File: src/rtl/riscv_pkg.sv
// Shared RV32 encodings and the M-extension engine state type.
// Imported by the EX-stage multiply/divide unit and its divider core.
package riscv_pkg;

  localparam logic [6:0] OP_RTYPE      = 7'b0110011;
  localparam logic [6:0] FUNCT7_MULDIV = 7'b0000001;

  localparam logic [2:0] F3_MUL    = 3'b000;
  localparam logic [2:0] F3_MULH   = 3'b001;
  localparam logic [2:0] F3_MULHSU = 3'b010;
  localparam logic [2:0] F3_MULHU  = 3'b011;
  localparam logic [2:0] F3_DIV    = 3'b100;
  localparam logic [2:0] F3_DIVU   = 3'b101;
  localparam logic [2:0] F3_REM    = 3'b110;
  localparam logic [2:0] F3_REMU   = 3'b111;

  typedef enum logic [1:0] {
    IDLE,
    CALC,
    DONE
  } muldiv_state_t;

endpackage

File: src/rtl/ex_muldiv_unit_if.sv
// EX-stage request/response bundle of the multiply/divide unit.
// master = pipeline side, slave = the unit.
interface ex_muldiv_unit_if;
  logic        start_in;
  logic [2:0]  funct3_in;
  logic [31:0] op_a_in;
  logic [31:0] op_b_in;
  logic [4:0]  rd_in;
  logic        flush_in;
  logic        stall_out;
  logic        done_out;
  logic [31:0] result_out;
  logic [4:0]  rd_out;

  modport master (
    output start_in, funct3_in, op_a_in,
    output op_b_in, rd_in, flush_in,
    input  stall_out, done_out,
    input  result_out, rd_out
  );

  modport slave (
    input  start_in, funct3_in, op_a_in,
    input  op_b_in, rd_in, flush_in,
    output stall_out, done_out,
    output result_out, rd_out
  );
endinterface

File: src/rtl/muldiv_div_core.sv
// One step of an unsigned restoring divider: shift the partial
// remainder/dividend pair left, trial-subtract, emit one quotient bit.
module muldiv_div_core #(
  parameter int XLEN = 32
) (
  input  logic [XLEN-1:0] rem_in,
  input  logic [XLEN-1:0] quo_in,
  input  logic [XLEN-1:0] divisor,
  output logic [XLEN-1:0] rem_out,
  output logic [XLEN-1:0] quo_out
);

  logic [XLEN:0] shifted;
  logic [XLEN:0] diff;

  assign shifted = {rem_in, quo_in[XLEN-1]};
  assign diff    = shifted - {1'b0, divisor};

  // MSB of the 33-bit difference is the borrow: set means restore
  assign rem_out = diff[XLEN] ? shifted[XLEN-1:0]
                              : diff[XLEN-1:0];
  assign quo_out = {quo_in[XLEN-2:0], ~diff[XLEN]};

endmodule

File: src/rtl/ex_muldiv_unit.sv
// Iterative RV32M multiply/divide engine for the EX stage.
// Define MULDIV_FAST_MUL_EN for single-cycle multiplies.
module ex_muldiv_unit
  import riscv_pkg::*;
#(
  parameter int XLEN  = 32,
  parameter int CNT_W = 6
) (
  input logic             clk,
  input logic             rst,
  ex_muldiv_unit_if.slave bus
);

  muldiv_state_t state;
  logic [CNT_W-1:0] cnt;
  logic [2:0]       op;
  logic [4:0]       rd_q;
  logic             neg_q;
  logic             neg_r;
  logic [XLEN-1:0]  mcand;
  logic [XLEN-1:0]  hi;
  logic [XLEN-1:0]  lo;
  logic             done_q;
  logic [XLEN-1:0]  res_q;
  logic [4:0]       rdo_q;

  logic [2:0]      f3;
  logic [XLEN-1:0] a;
  logic [XLEN-1:0] b;
  logic            is_div;
  logic            a_sgn;
  logic            b_sgn;
  logic            neg_a;
  logic            neg_b;
  logic [XLEN-1:0] abs_a;
  logic [XLEN-1:0] abs_b;
  logic            ovf;
  logic            fast_hit;
  logic [XLEN-1:0] fast_res;

  assign f3     = bus.funct3_in;
  assign a      = bus.op_a_in;
  assign b      = bus.op_b_in;
  assign is_div = f3[2];

  assign a_sgn = (f3 == F3_MUL) | (f3 == F3_MULH)
               | (f3 == F3_MULHSU) | (f3 == F3_DIV)
               | (f3 == F3_REM);
  assign b_sgn = (f3 == F3_MUL) | (f3 == F3_MULH)
               | (f3 == F3_DIV) | (f3 == F3_REM);

  assign neg_a = a_sgn & a[XLEN-1];
  assign neg_b = b_sgn & b[XLEN-1];
  assign abs_a = neg_a ? -a : a;
  assign abs_b = neg_b ? -b : b;

  assign ovf = ((f3 == F3_DIV) | (f3 == F3_REM))
             & (a == {1'b1, {(XLEN-1){1'b0}}})
             & (b == '1);

`ifdef MULDIV_FAST_MUL_EN
  logic [2*XLEN-1:0] fa;
  logic [2*XLEN-1:0] fb;
  logic [2*XLEN-1:0] fprod;

  // Sign-extending to 64 bits gives the same low 64 bits as 33x33
  assign fa    = {{XLEN{a_sgn & a[XLEN-1]}}, a};
  assign fb    = {{XLEN{b_sgn & b[XLEN-1]}}, b};
  assign fprod = fa * fb;
`endif

  always_comb begin
    fast_hit = 1'b0;
    fast_res = '0;
    unique case (1'b1)
      is_div && (b == '0): begin
        fast_hit = 1'b1;
        fast_res = f3[1] ? a : '1;
      end
      ovf: begin
        fast_hit = 1'b1;
        fast_res = f3[1] ? '0
                         : {1'b1, {(XLEN-1){1'b0}}};
      end
`ifdef MULDIV_FAST_MUL_EN
      !is_div: begin
        fast_hit = 1'b1;
        fast_res = (f3 == F3_MUL) ? fprod[XLEN-1:0]
                                  : fprod[2*XLEN-1:XLEN];
      end
`endif
      default: ;
    endcase
  end

  logic [XLEN:0]     sum;
  logic [XLEN-1:0]   mul_hi_n;
  logic [XLEN-1:0]   mul_lo_n;
  logic [XLEN-1:0]   div_rem_n;
  logic [XLEN-1:0]   div_quo_n;
  logic [2*XLEN-1:0] prod_s;
  logic [XLEN-1:0]   quo_s;
  logic [XLEN-1:0]   rem_s;
  logic [XLEN-1:0]   calc_res;

  // Shift-add: low half starts as the multiplier, drained LSB first
  assign sum      = {1'b0, hi}
                  + (lo[0] ? {1'b0, mcand} : '0);
  assign mul_hi_n = sum[XLEN:1];
  assign mul_lo_n = {sum[0], lo[XLEN-1:1]};

  muldiv_div_core #(
    .XLEN(XLEN)
  ) u_div (
    .rem_in  (hi),
    .quo_in  (lo),
    .divisor (mcand),
    .rem_out (div_rem_n),
    .quo_out (div_quo_n)
  );

  assign prod_s = neg_q ? -{mul_hi_n, mul_lo_n}
                        : {mul_hi_n, mul_lo_n};
  assign quo_s  = neg_q ? -div_quo_n : div_quo_n;
  assign rem_s  = neg_r ? -div_rem_n : div_rem_n;

  always_comb begin
    calc_res = '0;
    unique case (op)
      F3_MUL:    calc_res = prod_s[XLEN-1:0];
      F3_MULH:   calc_res = prod_s[2*XLEN-1:XLEN];
      F3_MULHSU: calc_res = prod_s[2*XLEN-1:XLEN];
      F3_MULHU:  calc_res = prod_s[2*XLEN-1:XLEN];
      F3_DIV:    calc_res = quo_s;
      F3_DIVU:   calc_res = quo_s;
      F3_REM:    calc_res = rem_s;
      F3_REMU:   calc_res = rem_s;
      default:   calc_res = '0;
    endcase
  end

  always_ff @(posedge clk) begin
    if (rst) begin
      state  <= IDLE;
      cnt    <= '0;
      op     <= '0;
      rd_q   <= '0;
      neg_q  <= 1'b0;
      neg_r  <= 1'b0;
      mcand  <= '0;
      hi     <= '0;
      lo     <= '0;
      done_q <= 1'b0;
      res_q  <= '0;
      rdo_q  <= '0;
    end else begin
      done_q <= 1'b0;
      if (bus.flush_in) begin
        state <= IDLE;
        cnt   <= '0;
      end else begin
        unique case (state)
          IDLE: begin
            if (bus.start_in) begin
              op    <= f3;
              rd_q  <= bus.rd_in;
              neg_q <= neg_a ^ neg_b;
              neg_r <= neg_a;
              cnt   <= '0;
              hi    <= '0;
              if (fast_hit) begin
                state  <= DONE;
                done_q <= 1'b1;
                res_q  <= fast_res;
                rdo_q  <= bus.rd_in;
              end else begin
                state <= CALC;
                mcand <= is_div ? abs_b : abs_a;
                lo    <= is_div ? abs_a : abs_b;
              end
            end
          end
          CALC: begin
            hi  <= op[2] ? div_rem_n : mul_hi_n;
            lo  <= op[2] ? div_quo_n : mul_lo_n;
            cnt <= cnt + 1'b1;
            if (cnt == CNT_W'(XLEN-1)) begin
              state  <= DONE;
              cnt    <= '0;
              done_q <= 1'b1;
              res_q  <= calc_res;
              rdo_q  <= rd_q;
            end
          end
          DONE:    state <= IDLE;
          default: state <= IDLE;
        endcase
      end
    end
  end

  assign bus.stall_out  = ~rst
    & (((state == IDLE) & bus.start_in & ~bus.flush_in)
       | (state == CALC));
  assign bus.done_out   = done_q;
  assign bus.result_out = res_q;
  assign bus.rd_out     = rdo_q;

endmodule

File: src/flat_wrapper.sv
// flat-port wrapper written by rule: the top's interface ports become plain ports
module ex_muldiv_unit_flat import riscv_pkg::*;
#(
  parameter int XLEN  = 32,
  parameter int CNT_W = 6
)
  (clk, rst, bus_start_in, bus_funct3_in, bus_op_a_in, bus_op_b_in, bus_rd_in, bus_flush_in, bus_stall_out, bus_done_out, bus_result_out, bus_rd_out);
  ex_muldiv_unit_if bus_i ();
  input logic clk;
  input logic rst;
  input wire logic [$bits(bus_i.start_in)-1:0] bus_start_in;
  input wire logic [$bits(bus_i.funct3_in)-1:0] bus_funct3_in;
  input wire logic [$bits(bus_i.op_a_in)-1:0] bus_op_a_in;
  input wire logic [$bits(bus_i.op_b_in)-1:0] bus_op_b_in;
  input wire logic [$bits(bus_i.rd_in)-1:0] bus_rd_in;
  input wire logic [$bits(bus_i.flush_in)-1:0] bus_flush_in;
  output wire logic [$bits(bus_i.stall_out)-1:0] bus_stall_out;
  output wire logic [$bits(bus_i.done_out)-1:0] bus_done_out;
  output wire logic [$bits(bus_i.result_out)-1:0] bus_result_out;
  output wire logic [$bits(bus_i.rd_out)-1:0] bus_rd_out;
  assign bus_i.start_in = bus_start_in;
  assign bus_i.funct3_in = bus_funct3_in;
  assign bus_i.op_a_in = bus_op_a_in;
  assign bus_i.op_b_in = bus_op_b_in;
  assign bus_i.rd_in = bus_rd_in;
  assign bus_i.flush_in = bus_flush_in;
  assign bus_stall_out = bus_i.stall_out;
  assign bus_done_out = bus_i.done_out;
  assign bus_result_out = bus_i.result_out;
  assign bus_rd_out = bus_i.rd_out;
  ex_muldiv_unit #(.XLEN(XLEN), .CNT_W(CNT_W)) u_core (.clk(clk), .rst(rst), .bus(bus_i));
endmodule
File: config.mk
export PLATFORM = sky130hd
export DESIGN_NAME = ex_muldiv_unit_flat
export DESIGN_NICKNAME = d
export VERILOG_FILES = /design/src/rtl/riscv_pkg.sv /design/src/rtl/ex_muldiv_unit_if.sv /design/src/rtl/muldiv_div_core.sv /design/src/rtl/ex_muldiv_unit.sv /design/src/flat_wrapper.sv
export SDC_FILE = /design/constraint.sdc
export NUM_CORES = 1
export LEC_CHECK = 0
export BUFFER_PORTS_ARGS = -buffer_cell sky130_fd_sc_hd__buf_2
export CAP_MARGIN = 20
export CORE_ASPECT_RATIO = 0.8
export CORE_UTILIZATION = 45
export CTS_BUF_LIST = sky130_fd_sc_hd__clkbuf_8
export DETAILED_ROUTE_END_ITERATION = 10
export SYNTH_ARGS = -nofsm -noshare
export SYNTH_HDL_FRONTEND = slang
export SYNTH_SLANG_ARGS = --single-unit
File: constraint.sdc
create_clock -name clk -period 6.7 [get_ports clk]
set_input_delay 0.67 -clock clk [delete_from_list [all_inputs] [get_ports clk]]
set_output_delay 0.67 -clock clk [all_outputs]
set_load 0.02 [all_outputs]
==> flow_summary.toml, run 1 <==
[run_status]
status = "finished, final reports clean"

[placement]
port_buffers = 114
place_ws_ps = 766
gp_congestion = 1.00
dpl.hpwl_mm = 62.0
placed_cell_area_um2 = 18700

[timing]
slew_violations = 0
tightest_slew_ps = 1110
finalSetupViolations = 0
post-route-min-period_ps = 6130
fin_crit_sh_pct = 91.4
rsz0062_at_grt = "no"
hold_viol = 0
max_clock_freq_mhz = 163
clock_skew_ps = 27.0
slew_headroom_pct = 23.9
worst_slack_ps = 574
tns_ps = 0

[logic_synthesis]
avgSynthCellArea_um2 = 6.90
synth-main-ff-cell = "dfxtp_1"
syn_nets = 2736
yosys_warnings = 0
synth_top_area_cell = "dfxtp_1"
syn_inst = 2587
syn_area_um2 = 17900
synth.distinct_cells = 95
ys_ff_latch = 152
synthTopCellsByArea = "dfxtp_1 (17%), mux2i_1 (6.7%), nor2_1 (6.5%)"
ys_seq_area_share_pct = 17.0
yosys.area.top_type_share_pct = 17.0
synth_edf_count = 0
async_flop_share_pct = 0

[floorplanning]
die_w_um = 225
fp.dieH_um = 180
die-area_um2 = 40500
start_util_pct = 46.2
core_area_um2 = 38700
ioPinCount = 115
rows = 64

[clock_tree]
path_clk_slew_ps = 120
cts_sinks = 152
htreeDepth = 4
cts_resized = 0
holdBufCountCts = 0
cts_max_path_buffers = 2
cts_tree = "done"
cts_buffers = 17
root_buffer = "clkbuf_8"
cts_setup_buffers = 0
clk_latency_ps = 530

[power]
vdd_ir_drop_max_mv = 0.116
power_density_nw_per_um2 = 159
power.leakage_nw = 7.20

[global_route]
grt.met2_usage_pct = 53.7
grt_pass1_wl_mm = 118
grt_max_degree = 74
use_met1_pct = 55.7
busiest_layer = "met1"
antenna_found_initial = 2
grt_remaining_overflow = 0
grt_pass1_vias = 18367
grt_util_met3_pct = 9.15
track_usage_pct = 38.2

[cells_and_area]
most-common-layout-cells = "nor2_1 (305), nand2_1 (290), a21oi_1 (211)"
area_growth_pct = 7.24
nNetsFinal = 2716
diodes = 0
layout-drive-gt1-share_pct = 9.57
stdcell_area_um2 = 19100
filler_cell_count = 4027
layout_commonest_cell = "nor2_1"

[critical_path]
cpMaxStageDelayCell = "a2111oi_2"
r2r_start = "u_core.lo[31]"
max_stage_delay_ps = 730
startpoint_type = "flop"
crit_required_ps = 7110
critPathLaunch = "u_core.lo[31]"
cp.arrival_ps = 6540
cp.buffers_inverters = 5
crit_type = "flop to flop"
crit_top_cell = "inv_1"
path_delay_family = "compound AO/OA/AOI/OAI gates"
path_cells = "inv_1, ha_1, inv_1, fa_1, a211oi_1, o211ai_1, a31oi_1, a2111oi_2, o31a_1, nor2_4, inv_2, o21ai_0, inv_1, ha_1, inv_1, nor3_1, a41oi_1, nor4_1, mux2_2, nor4_1, a21oi_1"
critPathMaxFanout = 12
end_kind = "flop"

[job]
maxCapViolations = 0

[detailed_routing]
drt_iter0_drc = 2570
viasPerCell = 6.65
drc = 0
vias = 20678
antenna_left = 0
first_pass_iters = 8
routed_wl_mm = 79.4
wire_per_inst_um = 25.6

[min_path]
hold_start = "bus_rd_in[3]"
worstHoldPathType = "input port to flop"
[layer usage]
metal,wire length (µm),part of all wire [%]
met5,0,0
met4,2950,3.7
met3,8670,11
met2,32100,40
met1,35700,45
[cells by family after synthesis]
kind of cell / Yosys count / share of synthesized area, %
muxes: 126 / 7.11
buffers and inverters: 270 / 5.82
AOI/OAI and AO/OA: 818 / 30.2
DFF: 152 / 17.0
and+or+nand+nor: 963 / 25.5
adders and majority gates: 73 / 5.20
xor gates and xnor gates: 185 / 9.12
[cell usage after synthesis (15+ instances only)]
cell type  instances
nor2_1           307
nand2_1          290
a21oi_1          212
o21ai_0          177
clkbuf_1         169
dfxtp_1          152
mux2i_1          119
xor2_1            97
xnor2_1           87
ha_1              71
inv_1             67
nor3_1            67
a211oi_1          49
nand3_1           44
o211ai_1          44
o31ai_1           43
a31oi_1           37
or3_1             37
nand4_1           34
nor4_1            32
a22oi_1           29
a21o_1            25
a311oi_1          25
or4_1             24
and2_1            22
buf_1             19
o41ai_1           17
nand2b_1          16
o221ai_1          16
or2_2             16
and3_1            15
[final timing paths]
kind	depth (start not counted)	end	slack [ps]
max	21	u_core.bus.result_out[30]	570
min	3	u_core.rd_q[3]	380
max reg2reg	21	u_core.bus.result_out[30]	570
min reg2reg	2	u_core.mcand[14]	460
[final cells by class]
type                            count  area (µm²)  area share [%]
Timing Repair Buffer              160         916            4.78
Clock inverter                     15         200            1.05
Clock buffer                       17         234            1.22
Sequential cell                   152        3050            15.9
Tap cell                          528         661            3.45
Inverter                           71         267            1.39
Multi-Input combinational cell   2165       13800            72.2
[state kept, by name, indices dropped and copies added, names as in the netlist]
register               flops
u_core.bus.result_out     32
u_core.rd_q                5
u_core.bus.rd_out          5
u_core.hi                 32
u_core.neg_r               1
u_core.mcand              32
u_core.cnt                 6
u_core.bus.done_out        1
u_core.lo                 32
u_core.state               2
u_core.op                  3
u_core.neg_q               1
[per-stage QoR]
stage          hold slack [ps]  cells  utilization [%]  power, mW
4_1_cts                    365   3107             49.5       3.00
2_1_floorplan              432   2587                -       1.80
5_1_grt                    372   3108             49.5       3.18
3_5_place_dp               444   3075             48.4       2.18
6_report                   382   3108             49.5       3.05
3_3_place_gp               441   3075             48.4       2.17
[where the power goes]
part           switching (mW)  internal (mW)  total, mW
combinational           0.796          0.400       1.20
sequential             0.0691          0.941       1.01
clock                   0.487          0.355      0.842
total                    1.35           1.70       3.05
[worst register-to-register path: stages, from the launching register on]
cell and delay (ps):
dfxtp_1 340, inv_1 60, ha_1 220, inv_1 70, fa_1 220, a211oi_1 120, o211ai_1 410, a31oi_1 340
a2111oi_2 730, o31a_1 640, nor2_4 120, inv_2 190, o21ai_0 170, inv_1 90, ha_1 290, inv_1 190
nor3_1 220, a41oi_1 320, nor4_1 510, mux2_2 380, nor4_1 280, a21oi_1 100
Power figures use the tool's default switching activity.
==> run 2: changes to the inputs <==
Settings changed: CELL_PAD_IN_SITES_DETAIL_PLACEMENT set to 1, CELL_PAD_IN_SITES_GLOBAL_PLACEMENT set to 1, PLACE_DENSITY_LB_ADDON set to 0.1.
==> run 2 against run 1 <==
Cell area about the same. Wire length grew 6.3%. Sequential cell count did not move. Register-to-register slack better by 140 ps. Critical path type unchanged. Critical endpoint unchanged.
==> flow_summary.toml, run 2 (synthesis results as in run 1) <==
[run_status]
status = "finished, final reports clean"

[placement]
port_buffers = 114
place_ws_ps = 919
gp_congestion = 0.994
dpl.hpwl_mm = 65.7

[clock_tree]
path_clk_slew_ps = 120
cts_tree = "done"
root_buffer = "clkbuf_8"
cts_sinks = 152
cts_setup_buffers = 0
htreeDepth = 4
clk_latency_ps = 530
cts_max_path_buffers = 2
cts_resized = 0
cts_buffers = 17
holdBufCountCts = 0

[timing]
tns_ps = 0
slew_headroom_pct = 24.7
slew_violations = 0
post-route-min-period_ps = 5980
rsz0062_at_grt = "no"
finalSetupViolations = 0
hold_viol = 0
worst_slack_ps = 717
clock_skew_ps = 32.1
fin_crit_sh_pct = 89.3
tightest_slew_ps = 1120
max_clock_freq_mhz = 167

[floorplanning]
die-area_um2 = 40500
core_area_um2 = 38700
ioPinCount = 115
start_util_pct = 46.2
die_w_um = 225
rows = 64
fp.dieH_um = 180

[power]
vdd_ir_drop_max_mv = 0.110
p_sw_mw = 1.38
pwr-share-clk_pct = 26.9
power_density_nw_per_um2 = 159
combPwrFrac_pct = 39.9
power.leakage_nw = 7.20
power_frac_seq_pct = 33.1
internal_power_mw = 1.66
switching_share_pct = 45.3

[cells_and_area]
multiInputGateArea_um2 = 13800
layout-drive-gt1-share_pct = 9.61
filler_cell_count = 5058
layout_commonest_cell = "nor2_1"
regArea_um2 = 3050
area_growth_pct = 7.26
diodes = 0
most-common-layout-cells = "nor2_1 (305), nand2_1 (290), a21oi_1 (211)"
nNetsFinal = 2717

[global_route]
track_usage_pct = 40.8
grt_pass1_vias = 20075
grt_remaining_overflow = 0
grt_max_degree = 77
antenna_found_initial = 2
grt_pass1_wl_mm = 126

[critical_path]
cp.arrival_ps = 6380
cpMaxStageDelayCell = "a31oi_1"
crit_type = "flop to flop"
path_cells = "inv_1, ha_1, inv_1, fa_1, a211oi_1, o211ai_1, a31oi_1, a2111oi_2, o31a_1, nor2_4, inv_2, nand2_1, o21ai_0, inv_1, ha_1, buf_4, inv_1, nor3_1, a41oi_1, buf_4, nor4_1, mux2_2, nor4_1, a21oi_1"
cp.buffers_inverters = 7
crit_required_ps = 7100
end_kind = "flop"
crit_top_cell = "inv_1"
max_stage_delay_ps = 620
startpoint_type = "flop"
critPathMaxFanout = 7
path_delay_family = "compound AO/OA/AOI/OAI gates"

[detailed_routing]
antenna_left = 0
routed_wl_mm = 84.5
viasPerCell = 6.76
first_pass_iters = 6
wire_per_inst_um = 27.2
drc = 0
vias = 21020
drt_iter0_drc = 2286

[min_path]
worstHoldPathType = "input port to flop"

[job]
maxCapViolations = 0
[run 2: cell count changes in the layout (fill, tap and decap cells not counted), sizes merged]
cell | before | now
clkinvlp | 1 | 0
inv | 78 | 76
bufinv | 2 | 1
clkinv | 5 | 9
buf | 159 | 161
clkbuf | 18 | 17
[run 2: path summary, 6_finish.rpt]
check / depth (start not counted) / end / slack (ps) / startpoint
worst max register to register: 24 / u_core.bus.result_out[30] / 720 / u_core.lo[31]
worst min register to register: 2 / u_core.mcand[11] / 460 / u_core.mcand[11]
worst max-delay path: 24 / u_core.bus.result_out[30] / 720 / u_core.lo[31]
worst min-delay path: 3 / u_core.rd_q[2] / 380 / bus_rd_in[2]
[run 2: area by class of cell]
cell class | count | share of cell area, %
well taps | 528 | 3.45
flip-flops and latches | 152 | 15.9
clock buffers | 17 | 1.22
multi-input cells | 2165 | 72.2
repair buffers | 161 | 4.83
clock inverters | 15 | 1.02
inverters | 71 | 1.39
[run 2: power groups by stage]
stage / clock network, mW / registers [mW] / logic (mW)
detailed placement: 0 / 1.03 / 1.17
floorplan: 0 / 0.983 / 0.817
finish: 0.821 / 1.01 / 1.22
CTS: 0.812 / 1.01 / 1.18
global placement: 0 / 1.02 / 1.13
global route: 0.856 / 1.01 / 1.29
[run 2: worst min-delay path, cell delays in order]
cell	delay, ps
buf_2	100
nand2_1	50
a21oi_1	50
[run 2: metrics by stage]
stage / util, % / cells / hold slack (ps) / power, mW / instance area, µm²
final: 49.5 / 3109 / 380 / 3.05 / 19200
after global routing: 49.5 / 3109 / 366 / 3.16 / 19200
after CTS: 49.5 / 3108 / 371 / 2.99 / 19100
after detailed placement: 48.4 / 3076 / 448 / 2.19 / 18700
after global placement: 48.4 / 3076 / 440 / 2.16 / 18700
after floorplan: - / 2587 / 432 / 1.80 / 17900
[run 2: per-layer routing]
metal / vias to the layer above / wire length [µm] / track usage, %
met5: - / 8 / 0
met4: 2 / 4150 / 18.9
met3: 182 / 7990 / 8.94
met2: 999 / 34900 / 58.7
met1: 10353 / 37400 / 57.3
li1: 9484 / - / -
